--- config.mk ---
export PLATFORM = sky130hd
export DESIGN_NAME = bcd_to_bin_accum_flat
export DESIGN_NICKNAME = d
export VERILOG_FILES = /design/src/rtl/bcd_pkg.sv /design/src/rtl/bcd_to_bin_accum_if.sv /design/src/rtl/bcd_mac10.sv /design/src/rtl/bcd_to_bin_accum.sv /design/src/flat_wrapper.sv
export SDC_FILE = /design/constraint.sdc
export NUM_CORES = 1
export LEC_CHECK = 0
export BUFFER_PORTS_ARGS = -buffer_cell sky130_fd_sc_hd__buf_2
export CAP_MARGIN = 40
export CORE_ASPECT_RATIO = 1.2
export CORE_MARGIN = 2
export CORE_UTILIZATION = 46
export DETAILED_ROUTE_END_ITERATION = 10
export PLACE_DENSITY = 0.67
export RECOVER_POWER = 50
export REMOVE_ABC_BUFFERS = 1
export SLEW_MARGIN = 5
export SYNTH_ARGS = -nofsm -noshare
export SYNTH_HDL_FRONTEND = slang
export SYNTH_SLANG_ARGS = --single-unit
--- constraint.sdc ---
create_clock -name clk -period 2.8 [get_ports clk]
set_input_delay 0.28 -clock clk [delete_from_list [all_inputs] [get_ports clk]]
set_output_delay 0.28 -clock clk [all_outputs]
set_load 0.05 [all_outputs]
--- src/rtl/bcd_pkg.sv ---
// Shared types and constants for the decimal-to-binary reassembler.
// Exports digit width/limit, the FSM state type and the digit-counter width helper.
package bcd_pkg;

   localparam int         DIGIT_W   = 4;
   localparam logic [3:0] DIGIT_MAX = 4'd9;

   typedef enum logic [1:0] {
      IDLE  = 2'd0,
      ACCUM = 2'd1,
      OUT   = 2'd2
   } state_t;

   // The counter must be able to hold N_DIGITS itself, not just N_DIGITS-1.
   function automatic int cnt_w(input int n_digits);
      return $clog2(n_digits + 1);
   endfunction

endpackage

--- src/rtl/bcd_to_bin_accum_if.sv ---
// Digit-in / result-out valid-ready bundle; master drives digits and accepts results.
// The slave modport is the reassembler side.
interface bcd_to_bin_accum_if
   import bcd_pkg::*;
#(
   parameter int W_OUT = 7
);
   logic               in_valid;
   logic               in_ready;
   logic [DIGIT_W-1:0] digit;
   logic               in_last;
   logic               out_valid;
   logic               out_ready;
   logic [W_OUT-1:0]   value;
   logic               err;

   modport master (
      output in_valid, digit, in_last, out_ready,
      input  in_ready, out_valid, value, err
   );

   modport slave (
      input  in_valid, digit, in_last, out_ready,
      output in_ready, out_valid, value, err
   );
endinterface

--- src/rtl/bcd_mac10.sv ---
// Combinational acc*10+digit step with digit check; overflow either wraps or,
// with BCD_TO_BIN_ACCUM_SAT_EN defined, saturates to all-ones.
module bcd_mac10
   import bcd_pkg::*;
#(
   parameter int W_OUT = 7
) (
   input  logic [W_OUT-1:0]   acc,
   input  logic [DIGIT_W-1:0] digit,
   output logic [W_OUT-1:0]   next,
   output logic               ovf,
   output logic               bad_digit
);
   localparam int               WW    = W_OUT + 4;
   localparam logic [WW-1:0]    MAX_W = {4'b0000, {W_OUT{1'b1}}};

   logic [WW-1:0] acc_w;
   logic [WW-1:0] dig_w;
   logic [WW-1:0] sum_w;

   // Four guard bits cover 10*(2^W_OUT-1)+9 without loss.
   always_comb begin
      bad_digit = (digit > DIGIT_MAX);
      acc_w     = {4'b0000, acc};
      dig_w     = bad_digit ? '0 : {{W_OUT{1'b0}}, digit};
      sum_w     = (acc_w << 3) + (acc_w << 1) + dig_w;
      ovf       = (sum_w > MAX_W);
`ifdef BCD_TO_BIN_ACCUM_SAT_EN
      next      = ovf ? {W_OUT{1'b1}} : sum_w[W_OUT-1:0];
`else
      next      = sum_w[W_OUT-1:0];
`endif
   end
endmodule

--- src/rtl/bcd_to_bin_accum.sv ---
// Reassembles MSD-first decimal digits into a binary word; result valid 1 cycle after final digit.
// No input/output overlap: in_ready is low while a result waits; BCD_TO_BIN_ACCUM_SAT_EN selects saturation.
module bcd_to_bin_accum
   import bcd_pkg::*;
#(
   parameter int N_DIGITS = 2,
   parameter int W_OUT    = 7
) (
   input  logic              clk,
   input  logic              rst_n,
   bcd_to_bin_accum_if.slave bus
);
   localparam int CNT_W = cnt_w(N_DIGITS);

   state_t           state_q, state_d;
   logic [W_OUT-1:0] acc_q, acc_d;
   logic [CNT_W-1:0] count_q, count_d;
   logic             err_q, err_d;
   logic [W_OUT-1:0] value_q, value_d;

   logic [W_OUT-1:0] mac_next;
   logic             mac_ovf;
   logic             mac_bad;
   logic             accept;
   logic             final_dig;
   logic [CNT_W-1:0] count_inc;

   bcd_mac10 #(.W_OUT(W_OUT)) u_mac (
      .acc       (acc_q),
      .digit     (bus.digit),
      .next      (mac_next),
      .ovf       (mac_ovf),
      .bad_digit (mac_bad)
   );

   assign bus.in_ready  = rst_n & (state_q != OUT);
   assign bus.out_valid = (state_q == OUT);
   assign bus.value     = value_q;
   assign bus.err       = err_q;

   assign accept    = bus.in_valid & bus.in_ready;
   assign count_inc = count_q + 1'b1;
   // in_last and the digit limit coinciding still yield one termination.
   assign final_dig = bus.in_last | (count_inc == CNT_W'(N_DIGITS));

   always_comb begin
      state_d = state_q;
      acc_d   = acc_q;
      count_d = count_q;
      err_d   = err_q;
      value_d = value_q;
      case (state_q)
         IDLE, ACCUM: begin
            if (accept) begin
               acc_d   = mac_next;
               count_d = count_inc;
               err_d   = err_q | mac_ovf | mac_bad;
               if (final_dig) begin
                  state_d = OUT;
                  value_d = mac_next;
               end else begin
                  state_d = ACCUM;
               end
            end
         end
         OUT: begin
            if (bus.out_ready) begin
               state_d = IDLE;
               acc_d   = '0;
               count_d = '0;
               err_d   = 1'b0;
            end
         end
         default: state_d = IDLE;
      endcase
   end

   always_ff @(posedge clk or negedge rst_n) begin
      if (!rst_n) begin
         state_q <= IDLE;
         acc_q   <= '0;
         count_q <= '0;
         err_q   <= 1'b0;
         value_q <= '0;
      end else begin
         state_q <= state_d;
         acc_q   <= acc_d;
         count_q <= count_d;
         err_q   <= err_d;
         value_q <= value_d;
      end
   end
endmodule

--- src/flat_wrapper.sv ---
// flat-port wrapper written by rule: the top's interface ports become plain ports
module bcd_to_bin_accum_flat import bcd_pkg::*;
#(
   parameter int N_DIGITS = 2,
   parameter int W_OUT    = 7
)
  (clk, rst_n, bus_in_valid, bus_digit, bus_in_last, bus_out_ready, bus_in_ready, bus_out_valid, bus_value, bus_err);
  bcd_to_bin_accum_if #(.W_OUT(W_OUT)) bus_i ();
  input  logic clk;
  input  logic rst_n;
  input wire logic [$bits(bus_i.in_valid)-1:0] bus_in_valid;
  input wire logic [$bits(bus_i.digit)-1:0] bus_digit;
  input wire logic [$bits(bus_i.in_last)-1:0] bus_in_last;
  input wire logic [$bits(bus_i.out_ready)-1:0] bus_out_ready;
  output wire logic [$bits(bus_i.in_ready)-1:0] bus_in_ready;
  output wire logic [$bits(bus_i.out_valid)-1:0] bus_out_valid;
  output wire logic [$bits(bus_i.value)-1:0] bus_value;
  output wire logic [$bits(bus_i.err)-1:0] bus_err;
  assign bus_i.in_valid = bus_in_valid;
  assign bus_i.digit = bus_digit;
  assign bus_i.in_last = bus_in_last;
  assign bus_i.out_ready = bus_out_ready;
  assign bus_in_ready = bus_i.in_ready;
  assign bus_out_valid = bus_i.out_valid;
  assign bus_value = bus_i.value;
  assign bus_err = bus_i.err;
  bcd_to_bin_accum #(.N_DIGITS(N_DIGITS), .W_OUT(W_OUT)) u_core (.clk(clk), .rst_n(rst_n), .bus(bus_i));
endmodule
### Yosys cells after proc, flatten, opt, wreduce, memory -nomap -nowiden

Index checks and enable logic that the tools add are counted.

| operators by class | value |
|---|---|
| bitwise operators | 5 |
| add/subtract/negate cells | 3 |
| muxes and demuxes | 13 |
| reductions and logical operators | 6 |
| equal/unequal tests | 6 |
| order comparisons | 2 |

Operators with widths:

| kind | count |
|---|---|
| $mux 7 | 2 |
| $pmux 7 s2 | 1 |
| $add 10x8->11 | 1 |
| $add 11x4->11 | 1 |
| $gt 11x7->1 const B | 1 |
| $mux 2 | 4 |
| $pmux 2 s2 | 2 |
| $reduce_and 3->1 | 2 |
| $eq 2x2->1 const B | 2 |
| $gt 4x4->1 const B | 1 |
| $mux 4 | 1 |
| $ne 2x2->1 const B | 2 |
| $or 1x1->1 | 3 |
| $add 2x1->2 const B | 1 |
| $and 1x1->1 | 2 |
| $eq 2x1->1 const B | 1 |
| $logic_not 2->1 | 1 |
| $mux 1 | 2 |
| $ne 2x1->1 const B | 1 |
| $pmux 1 s2 | 1 |
| $reduce_and 2->1 | 1 |
| $reduce_bool 2->1 | 1 |
| $reduce_or 2->1 | 1 |

| storage, ports and cells | value |
|---|---|
| flip-flop bits (word level) | 19 |
| input port bits | 9 |
| word-level logic and storage cells | 40 |
| output and inout port bits | 10 |

### Depth between registers and ports, before layout

Gate-level depths: netlist (run 1).

| logic depth | value |
|---|---|
| word-level depth | 8 |
| depth in mapped cells | 10 |
| depth with buffers taken out | 10 |

### Modules after synthesis

A second synthesis (run 1) with hierarchy kept.

| second synthesis, totals | value |
|---|---|
| cells, all modules | 94 |
| area total of the unflattened synthesis | 1,146.1 µm² |

Modules (own cells, without submodules):

| module | cells each | sequential area each (µm²) | area each (µm²) | times used |
|---|---|---|---|---|
| bcd_to_bin_accum | 53 | 475.5 | 792.0 | 1 |
| bcd_mac10 | 41 | 0.0 | 354.1 | 1 |

### Worst setup path before layout (run 1)

OpenSTA, ideal clock, no wires.

| timing path | value |
|---|---|
| path kind | reg2reg |
| start | register u_core.acc_q[0] |
| end | register u_core.err_q (netlist: u_core.bus.err) |
| data required time | 2.654 ns |
| arrival | 2.170 ns |
| path buffers | 0 |
| library setup time | 0.146 ns |
| cell stages (with the launch flop) | 9 |
| setup slack | 0.485 ns |
| period minus slack after synthesis | 2.315 ns |
| cells stage by stage | dfrtp_1 inv_1 fa_1 fa_1 nor2b_4 o2111ai_2 and4b_4 a211oi_2 a41oi_1 |

| on the way | value |
|---|---|
| cells in the longest elaborated chain, start to end | 7 |

Ends and longest elaborated chain:

| what | RTL line | source |
|---|---|---|
| from (decl) | bcd_to_bin_accum.sv:16 | `logic [W_OUT-1:0] acc_q, acc_d;` |
| from (signal assigned) | bcd_to_bin_accum.sv:81 | `acc_q <= '0;` |
| from (signal assigned) | bcd_to_bin_accum.sv:87 | `acc_q <= acc_d;` |
| $add 10x8->11 | bcd_mac10.sv:26 | `sum_w = (acc_w << 3) + (acc_w << 1) + dig_w;` |
| $add 11x4->11 | bcd_mac10.sv:26 |  |
| $gt 11x7->1 | bcd_mac10.sv:27 | `ovf = (sum_w > MAX_W);` |
| $or 1x1->1 (2 in series) | bcd_to_bin_accum.sv:57 | `err_d = err_q \| mac_ovf \| mac_bad;` |
| $mux 1 | bcd_to_bin_accum.sv:54 | `if (accept) begin` |
| $pmux 1 s2 | bcd_to_bin_accum.sv:52 | `case (state_q)` |
| to (signal assigned) | bcd_to_bin_accum.sv:89 | `err_q <= err_d;` |
| to (decl) | bcd_to_bin_accum.sv:18 | `logic err_q, err_d;` |

No other way between the ends. The select of a mux whose other input is x is not followed.
A chain may end at the register's enable or synchronous reset.

### Worst setup path after layout (run 1)

Ends and elaborated chain as after synthesis.

==> out/results.ini, run 1 <==
[logic_synthesis]
syn-cell-area_sq_um = 1260
synthFlopType = dfrtp_1
async_flop_share_pct = 100
ys_seq_area_share_pct = 37.7
synthCells = 125
ys_types = 39
synth-edff-count = 0
yosys_warnings = 0
synth.top_cells.by_count = dfrtp_1, nand2_1, ha_1, o21ai_0
yosys.area.top_type = dfrtp_1
syn_avg_cell_area_sq_um = 10.1
ys_ff_latch = 19
synth_area_leaders = dfrtp_1, ha_1, nand2_1
synth_top_area_share_pct = 37.7

[grt]
grt_pass1_wl_microns = 3810
grt_max_degree = 22
grt_overflow = 0
track_usage_pct = 16.4
grt_pass1_vias = 887
grt_antenna_before_repair = 0

[die]
pin_count = 19
die_area_sq_um = 3180
row_count = 20
coreArea_sq_um = 2580
initial_utilization_pct = 48.9
die_height_microns = 61.4
die_x_microns = 51.8

[power_and_ir_drop]
pwr-share-clk_pct = 8.5
p_int_w = 0.000794
p_leak_nw = 0.688
swShare_pct = 49.2
peakVddDrop_mv = 0.545
power.switching_w = 0.000770
power_frac_seq_pct = 29.8
power_frac_comb_pct = 61.7
power.density_nw_per_um2 = 1110

[detailed_routing]
drt_pass1_iterations = 4
wirelength_microns = 2260
drt-vias-per-instance = 5.41
num_vias = 969
drt_iter0_drc = 22
routedWlPerCell_microns = 12.6
drc = 0
ant_nets = 0

[cts]
insertion_delay_ns = 0.29
cts.sinks = 19
clk_pin_slew_ns = 0.10
ctsResizeCount = 0
cts_tree = built
clockBufferDepth = 2
clk_root_buffer_cell = clkbuf_4
post_cts_buffers = 0
htree_levels = 1
cts_buffers = 3

[cells_and_area]
drive_gt1_share_pct = 22.6
nFillCells = 247
diodes = 0
nets = 172
area_growth_pct = 12.0

[status]
status = completed

[worst_setup_path]
critPathKind = reg2reg
crit_required_ns = 2.95
worstPathArrival_ns = 2.66
cp_max_fo = 3
cp-start-kind = flop
cp-end-kind = flop

[timing]
min_period_over_period_pct = 89.5
setup_tns_ns = 0
worst_slew_pin_slew_ns = 0.603
rsz0062_at_grt = false
holdWs_ns = 0.205
min_period_ns = 2.50
skew_ns = 0.00249
maxSlewHeadroom_pct = 60.0
finalSetupViolCount = 0
finalHoldViolations = 0
fmax_mhz = 399
finalMaxSlewViolations = 0

[placement]
dp_hpwl_microns = 1870
place_congestion = 0.890
io_buffer_count = 18

[min_path]
min_path_type = in2reg

[run]
max-cap-violations = 0

layout by cell type, fill, tap and decap left out, types with 2 or more instances in the layout:
cell | synthesis | routed
a211oi_2 | 2 | 2
a21oi_1 | 5 | 5
a22o_1 | 2 | 2
buf_2 | 2 | 13
clkbuf_1 | 0 | 6
clkbuf_4 | 0 | 3
dfrtp_1 | 19 | 19
fa_1 | 2 | 2
ha_1 | 14 | 14
inv_1 | 7 | 7
mux2_2 | 5 | 5
nand2_1 | 19 | 19
nand3_1 | 2 | 2
nor2_1 | 7 | 7
nor2b_1 | 2 | 2
o21ai_0 | 8 | 8
o31ai_1 | 4 | 4
xor2_1 | 2 | 2
area by class of cell:
type | instances | area, sq um | area share [%]
multi-input combinational | 96 | 746 | 52.8
sequential | 19 | 475 | 33.7
timing repair buffer | 19 | 93.8 | 6.64
tap | 33 | 41.3 | 2.92
inverter | 8 | 30.0 | 2.13
clock buffer | 4 | 26.3 | 1.86
per-layer routing:
metal | global-route usage [%] | up-vias | part of all wire [%]
met5 | 0 | - | 0
met4 | 6.77 | 0 | 0.71
met3 | 2.18 | 2 | 3.7
met2 | 28.6 | 19 | 51
met1 | 20.6 | 464 | 44
li1 | - | 484 | -
power by group through the flow:
stage / registers [W] / logic (W) / clock network (W)
4_1_cts: 0.000466 / 0.000977 / 0.000137
3_5_place_dp: 0.000473 / 0.000967 / 0
3_3_place_gp: 0.000467 / 0.000956 / 0
5_1_grt: 0.000479 / 0.00106 / 0.000152
2_1_floorplan: 0.000642 / 0.000579 / 0
6_report: 0.000466 / 0.000965 / 0.000132
registers in the layout (all words and copies together), names as in the netlist:
| register | cells |
|---|---|
| u_core.bus.err | 1 |
| u_core.acc_q | 7 |
| u_core.bus.value | 7 |
| u_core.state_q | 2 |
| u_core.count_q | 2 |
repair_timing:
action,CTS,global route
endpoints found under the hold margin,19,0
hold buffers,1,0
setup endpoints to repair,0,0
worst max-delay path: stages (launching register included):
cell	delay [ns]
dfrtp_1	0.38
inv_1	0.07
fa_1	0.52
fa_1	0.51
nor2b_4	0.15
o2111ai_2	0.12
and4b_4	0.24
a211oi_2	0.24
a41oi_1	0.15
stage by stage:
stage	util (%)	instances	setup slack, ns	power (W)	instance area, sq um
final	54.8	179	0.295	0.00156	1410
after global routing	54.8	179	0.167	0.00169	1410
after CTS	55.0	179	0.313	0.00158	1420
after detailed placement	53.6	174	0.244	0.00144	1380
after global placement	53.6	174	0.322	0.00142	1380
after floorplan	-	123	0.485	0.00122	1250
final timing paths:
| kind | from | endpoint | slack (ns) | cells past startpoint |
|---|---|---|---|---|
| max in group asynchronous | rst_n | u_core.acc_q[1] | 2.04 | 2 |
| min in group asynchronous | rst_n | u_core.bus.value[1] | 0.46 | 2 |
| worst max register to register | u_core.acc_q[0] | u_core.bus.err | 0.30 | 8 |
| worst min register to register | u_core.bus.value[0] | u_core.bus.value[0] | 0.49 | 2 |
| worst max-delay path | u_core.acc_q[0] | u_core.bus.err | 0.30 | 8 |
| worst min-delay path | bus_out_ready | u_core.state_q[1] | 0.20 | 2 |
kinds of logic (layout without fill, tap and decap cells):
logic type,Yosys count,in the layout,share of synthesized area [%]
flip-flops,19,19,37.7
AO/OA/AOI/OAI,31,31,18.1
buffers and inverters,10,31,3.17
AND/OR/NAND/NOR,41,41,17.5
multiplexers,5,5,4.46
adder cells (fa/ha/maj),16,16,17.1
XOR/XNOR,3,3,2.08
Power figures use the tool's default switching activity.
==> run 2: changes to the inputs <==
- CORE_UTILIZATION: 46 -> 40
- PLACE_DENSITY: 0.67 -> default
==> out/results.ini, run 2 (synthesis gave the netlist of run 1 again) <==
[cts]
clockBufferDepth = 2  ; unchanged
cts_buffers = 3  ; unchanged
post_cts_buffers = 0  ; unchanged
insertion_delay_ns = 0.29  ; about the same
clk_root_buffer_cell = clkbuf_4
ctsResizeCount = 0  ; unchanged
cts.sinks = 19  ; unchanged
htree_levels = 1  ; unchanged
clk_pin_slew_ns = 0.11  ; about the same
cts_tree = built

[grt]
grt_pass1_vias = 985  ; +11%
track_usage_pct = 14.7  ; -1.7 points
grt_max_degree = 22  ; unchanged
grt_pass1_wl_microns = 4230  ; +11%
grt_antenna_before_repair = 0  ; unchanged
grt_overflow = 0  ; unchanged

[worst_setup_path]
worstPathArrival_ns = 2.59  ; -0.07 ns
crit_required_ns = 2.97  ; +0.02 ns
critPathKind = reg2reg
cp-start-kind = flop
cp-end-kind = flop
r2r_slack_ns = 0.37  ; +0.08 ns
cp_max_fo = 3  ; unchanged

[detailed_routing]
drc = 0  ; unchanged
num_vias = 954  ; -1.5%
drt_pass1_iterations = 4  ; unchanged
routedWlPerCell_microns = 13.2  ; +4.8%
wirelength_microns = 2410  ; +6.5%
ant_nets = 0  ; unchanged
drt-vias-per-instance = 5.24  ; -3.2%
drt_iter0_drc = 26  ; +18%

[timing]
holdWs_ns = 0.192  ; -0.0125 ns
rsz0062_at_grt = false
worst_slew_pin_slew_ns = 0.595  ; -0.00788 ns
fmax_mhz = 412  ; +3.2%
skew_ns = 0.00135  ; -0.00115 ns
finalSetupViolCount = 0  ; unchanged
finalHoldViolations = 0  ; unchanged
maxSlewHeadroom_pct = 60.5  ; +0.52 points
min_period_over_period_pct = 86.7  ; -2.7 points
finalMaxSlewViolations = 0  ; unchanged
setup_tns_ns = 0  ; unchanged
setup_ws_ns = 0.372  ; +0.0765 ns
min_period_ns = 2.43  ; -0.0765 ns

[power_and_ir_drop]
power.density_nw_per_um2 = 1110  ; about the same
p_leak_nw = 0.691  ; +0.40%
peakVddDrop_mv = 0.631  ; +16%

[placement]
io_buffer_count = 18  ; unchanged
place_congestion = 0.787  ; -12%
dp_hpwl_microns = 1910  ; +2.0%
dp_slack_ns = 0.281  ; +0.0373 ns
place_area_sq_um = 1390  ; +0.27%
dpl.cell_count = 177  ; +1.7%

[status]
status = completed

[die]
coreArea_sq_um = 3030  ; +17%
row_count = 22  ; +10%
die_x_microns = 55.3  ; +6.7%
initial_utilization_pct = 41.7  ; -7.3 points
die_area_sq_um = 3620  ; +14%
die_height_microns = 65.5  ; +6.8%
pin_count = 19  ; unchanged

[cells_and_area]
final_cell_mix = nand2_1, dfrtp_1, ha_1
nFillCells = 322  ; +30%
drive_gt1_share_pct = 23.3  ; +0.68 points
diodes = 0  ; unchanged
instances_no_fill = 182  ; +1.7%
post-route-cell-area_sq_um = 1420  ; +0.35%
nets = 172  ; unchanged
area_growth_pct = 12.4
seq_area_sq_um = 475  ; unchanged
multiInputGateArea_sq_um = 746  ; unchanged

[run]
max-cap-violations = 0  ; unchanged

[min_path]
min_path_type = in2reg

[run 2: cell types whose count changed in the layout (fill, tap and decap cells not counted), sizes merged]
cell,before,now
clkinv,0,1
clkbuf,9,8
[run 2: per-stage QoR]
stage | util (%) | total power (W)
3_3_place_gp | 45.8 | 0.00143
3_5_place_dp | 45.8 | 0.00144
6_report | 46.8 | 0.00157
2_1_floorplan | - | 0.00122
4_1_cts | 47.0 | 0.00159
5_1_grt | 46.8 | 0.00171
[run 2: final cells by class]
cell class / instances / share of cell area, %
Multi-Input combinational cell: 96 / 52.6
Sequential cell: 19 / 33.5
Timing Repair Buffer: 19 / 6.62
Tap cell: 36 / 3.18
Inverter: 8 / 2.12
Clock buffer: 3 / 1.59
Clock inverter: 1 / 0.353
[run 2: worst paths after layout]
kind | startpoint | to | cells after the start
max | u_core.acc_q[0] | u_core.bus.err | 8
min | bus_out_ready | u_core.state_q[1] | 2
max reg2reg | u_core.acc_q[0] | u_core.bus.err | 8
min reg2reg | u_core.bus.value[3] | u_core.bus.value[3] | 2
max in group asynchronous | rst_n | u_core.bus.err | 2
min in group asynchronous | rst_n | u_core.bus.value[2] | 2
[run 2: power breakdown]
part | leakage [nW] | switching (W) | internal [W]
registers | 0.242 | 0.0000831 | 0.000385
logic | 0.430 | 0.000609 | 0.000354
clock network | 0.0177 | 0.0000849 | 0.0000532
total | 0.691 | 0.000777 | 0.000792
[run 2: per-layer routing]
metal,GRT usage (%),wire (microns),vias to the layer above
li1,-,-,483
met2,24.4,1160,18
met5,0,0,-
met4,9.76,61,0
met3,1.38,66,4
met1,18.2,1130,449
[run 2: repair_timing]
| item | 4_1_cts | 5_1_grt |
|---|---|---|
| setup endpoints to repair | 0 | 0 |
| hold buffers | 1 | 0 |
| endpoints found under the hold margin | 19 | 0 |
[run 2: worst max-delay path: stages, from the launching register on]
cell,delay (ns)
dfrtp_1,0.40
inv_1,0.07
fa_1,0.52
fa_1,0.50
nor2b_4,0.14
o2111ai_2,0.12
and4b_4,0.23
a211oi_2,0.18
a41oi_1,0.13
==> run 3: changes to the inputs <==
- PLACE_DENSITY_LB_ADDON: default -> 0.08
- REMOVE_ABC_BUFFERS: 1 -> default
==> out/results.ini, run 3 (synthesis gave the netlist of run 1 again) <==
[grt]
track_usage_pct = 14.7  ; -0.048 points
grt_pass1_wl_microns = 4230  ; unchanged
grt_pass1_vias = 948  ; -3.8%
grt_antenna_before_repair = 0  ; unchanged
grt_max_degree = 21  ; -4.5%
grt_overflow = 0  ; unchanged

[cts]
cts.sinks = 19  ; unchanged
clk_root_buffer_cell = clkbuf_4
post_cts_buffers = 0  ; unchanged
holdBufCountCts = 1  ; unchanged
insertion_delay_ns = 0.29  ; about the same
cts_buffers = 3  ; unchanged
ctsResizeCount = 0  ; unchanged
htree_levels = 1  ; unchanged
clockBufferDepth = 2  ; unchanged
cts_tree = built
clk_pin_slew_ns = 0.10  ; about the same

[timing]
finalHoldViolations = 0  ; unchanged
fmax_mhz = 412  ; about the same
finalMaxSlewViolations = 0  ; unchanged
setup_tns_ns = 0  ; unchanged
rsz0062_at_grt = false
finalSetupViolCount = 0  ; unchanged
min_period_ns = 2.43  ; -0.000587 ns
min_period_over_period_pct = 86.7  ; about the same
skew_ns = 0.00141  ; +0.0000601 ns
maxSlewHeadroom_pct = 34.4  ; -26 points
setup_ws_ns = 0.372  ; +0.000587 ns
worst_slew_pin_slew_ns = 0.984  ; +0.389 ns

[placement]
io_buffer_count = 18  ; unchanged
dp_slack_ns = 0.269  ; -0.0125 ns
place_area_sq_um = 1390  ; +0.54%
place_congestion = 0.768  ; -2.5%
dp_hpwl_microns = 1980  ; +4.0%

[detailed_routing]
ant_nets = 0  ; unchanged
routedWlPerCell_microns = 12.8  ; -3.4%
num_vias = 936  ; -1.9%
drc = 0  ; unchanged
drt-vias-per-instance = 5.11  ; -2.4%
wirelength_microns = 2340  ; -2.9%
drt_iter0_drc = 10  ; -62%
drt_pass1_iterations = 4  ; unchanged

[worst_setup_path]
cp-start-kind = flop
critPathKind = reg2reg
cp_max_fo = 3  ; unchanged
worstPathArrival_ns = 2.58  ; about the same
cp-end-kind = flop
crit_required_ns = 2.95  ; -0.02 ns

[cells_and_area]
post-route-cell-area_sq_um = 1420  ; +0.26%
nets = 173  ; +0.58%
utilization_pct = 46.9  ; +0.12 points
area_growth_pct = 12.7
drive_gt1_share_pct = 23.1  ; -0.16 points
diodes = 0  ; unchanged
final_cell_mix = nand2_1, dfrtp_1, ha_1, buf_2, o21ai_0

[min_path]
min_path_type = in2reg

[power_and_ir_drop]
power.density_nw_per_um2 = 1100  ; -0.67%
p_leak_nw = 0.692  ; +0.28%
peakVddDrop_mv = 0.731  ; +16%
power_w = 0.00156  ; -0.41%

[status]
status = completed

[die]
pin_count = 19  ; unchanged
coreArea_sq_um = 3030  ; unchanged
die_x_microns = 55.3  ; unchanged
die_height_microns = 65.5  ; unchanged
row_count = 22  ; unchanged
die_area_sq_um = 3620  ; unchanged
initial_utilization_pct = 41.7  ; unchanged

[logic_synthesis]
syn-num-nets = 150

[run]
max-cap-violations = 0  ; unchanged

-- run 3: area by class of cell --
| type | count | area [sq um] |
|---|---|---|
| timing repair buffer | 20 | 98.8 |
| multi-input combinational | 96 | 746 |
| sequential | 19 | 475 |
| fill | 315 | 1610 |
| tap | 36 | 45.0 |
| clock buffer | 4 | 26.3 |
| inverter | 8 | 30.0 |
-- run 3: per-stage QoR --
| stage | std cells | hold slack, ns |
|---|---|---|
| after floorplan | 125 | -0.0156 |
| after global placement | 178 | 0.303 |
| after detailed placement | 178 | 0.292 |
| after CTS | 183 | 0.216 |
| after global routing | 183 | 0.239 |
| final | 183 | 0.212 |
-- run 3: path summary, 6_finish.rpt --
kind | start | to | slack [ns] | cells after the start
min in group asynchronous | rst_n | u_core.bus.value[1] | 0.77 | 3
hold / removal | bus_out_ready | u_core.state_q[1] | 0.21 | 2
setup / recovery | u_core.acc_q[0] | u_core.bus.err | 0.37 | 8
max in group asynchronous | rst_n | u_core.acc_q[5] | 1.44 | 3
hold reg to reg | u_core.bus.value[4] | u_core.bus.value[4] | 0.49 | 2
setup reg to reg | u_core.acc_q[0] | u_core.bus.err | 0.37 | 8
-- run 3: report_power, final --
group	leakage (nW)	internal (W)	switching, W
registers	0.242	0.000385	0.0000794
clock network	0.0150	0.0000553	0.0000782
logic	0.435	0.000356	0.000609
total	0.692	0.000796	0.000766
-- run 3: worst max-delay path, stage by stage (launching register included) --
cell,delay (ns)
dfrtp_1,0.38
inv_1,0.07
fa_1,0.52
fa_1,0.51
nor2b_4,0.14
o2111ai_2,0.12
and4b_4,0.23
a211oi_2,0.18
a41oi_1,0.14
-- run 3: metal layers --
layer | up-vias | GRT usage (%) | part of all wire [%]
met2 | 7 | 26.5 | 52
met3 | 2 | 1.77 | 1.3
met4 | 0 | 4.57 | 0.85
met5 | - | 0 | 0
li1 | 485 | - | -
met1 | 442 | 18.2 | 46
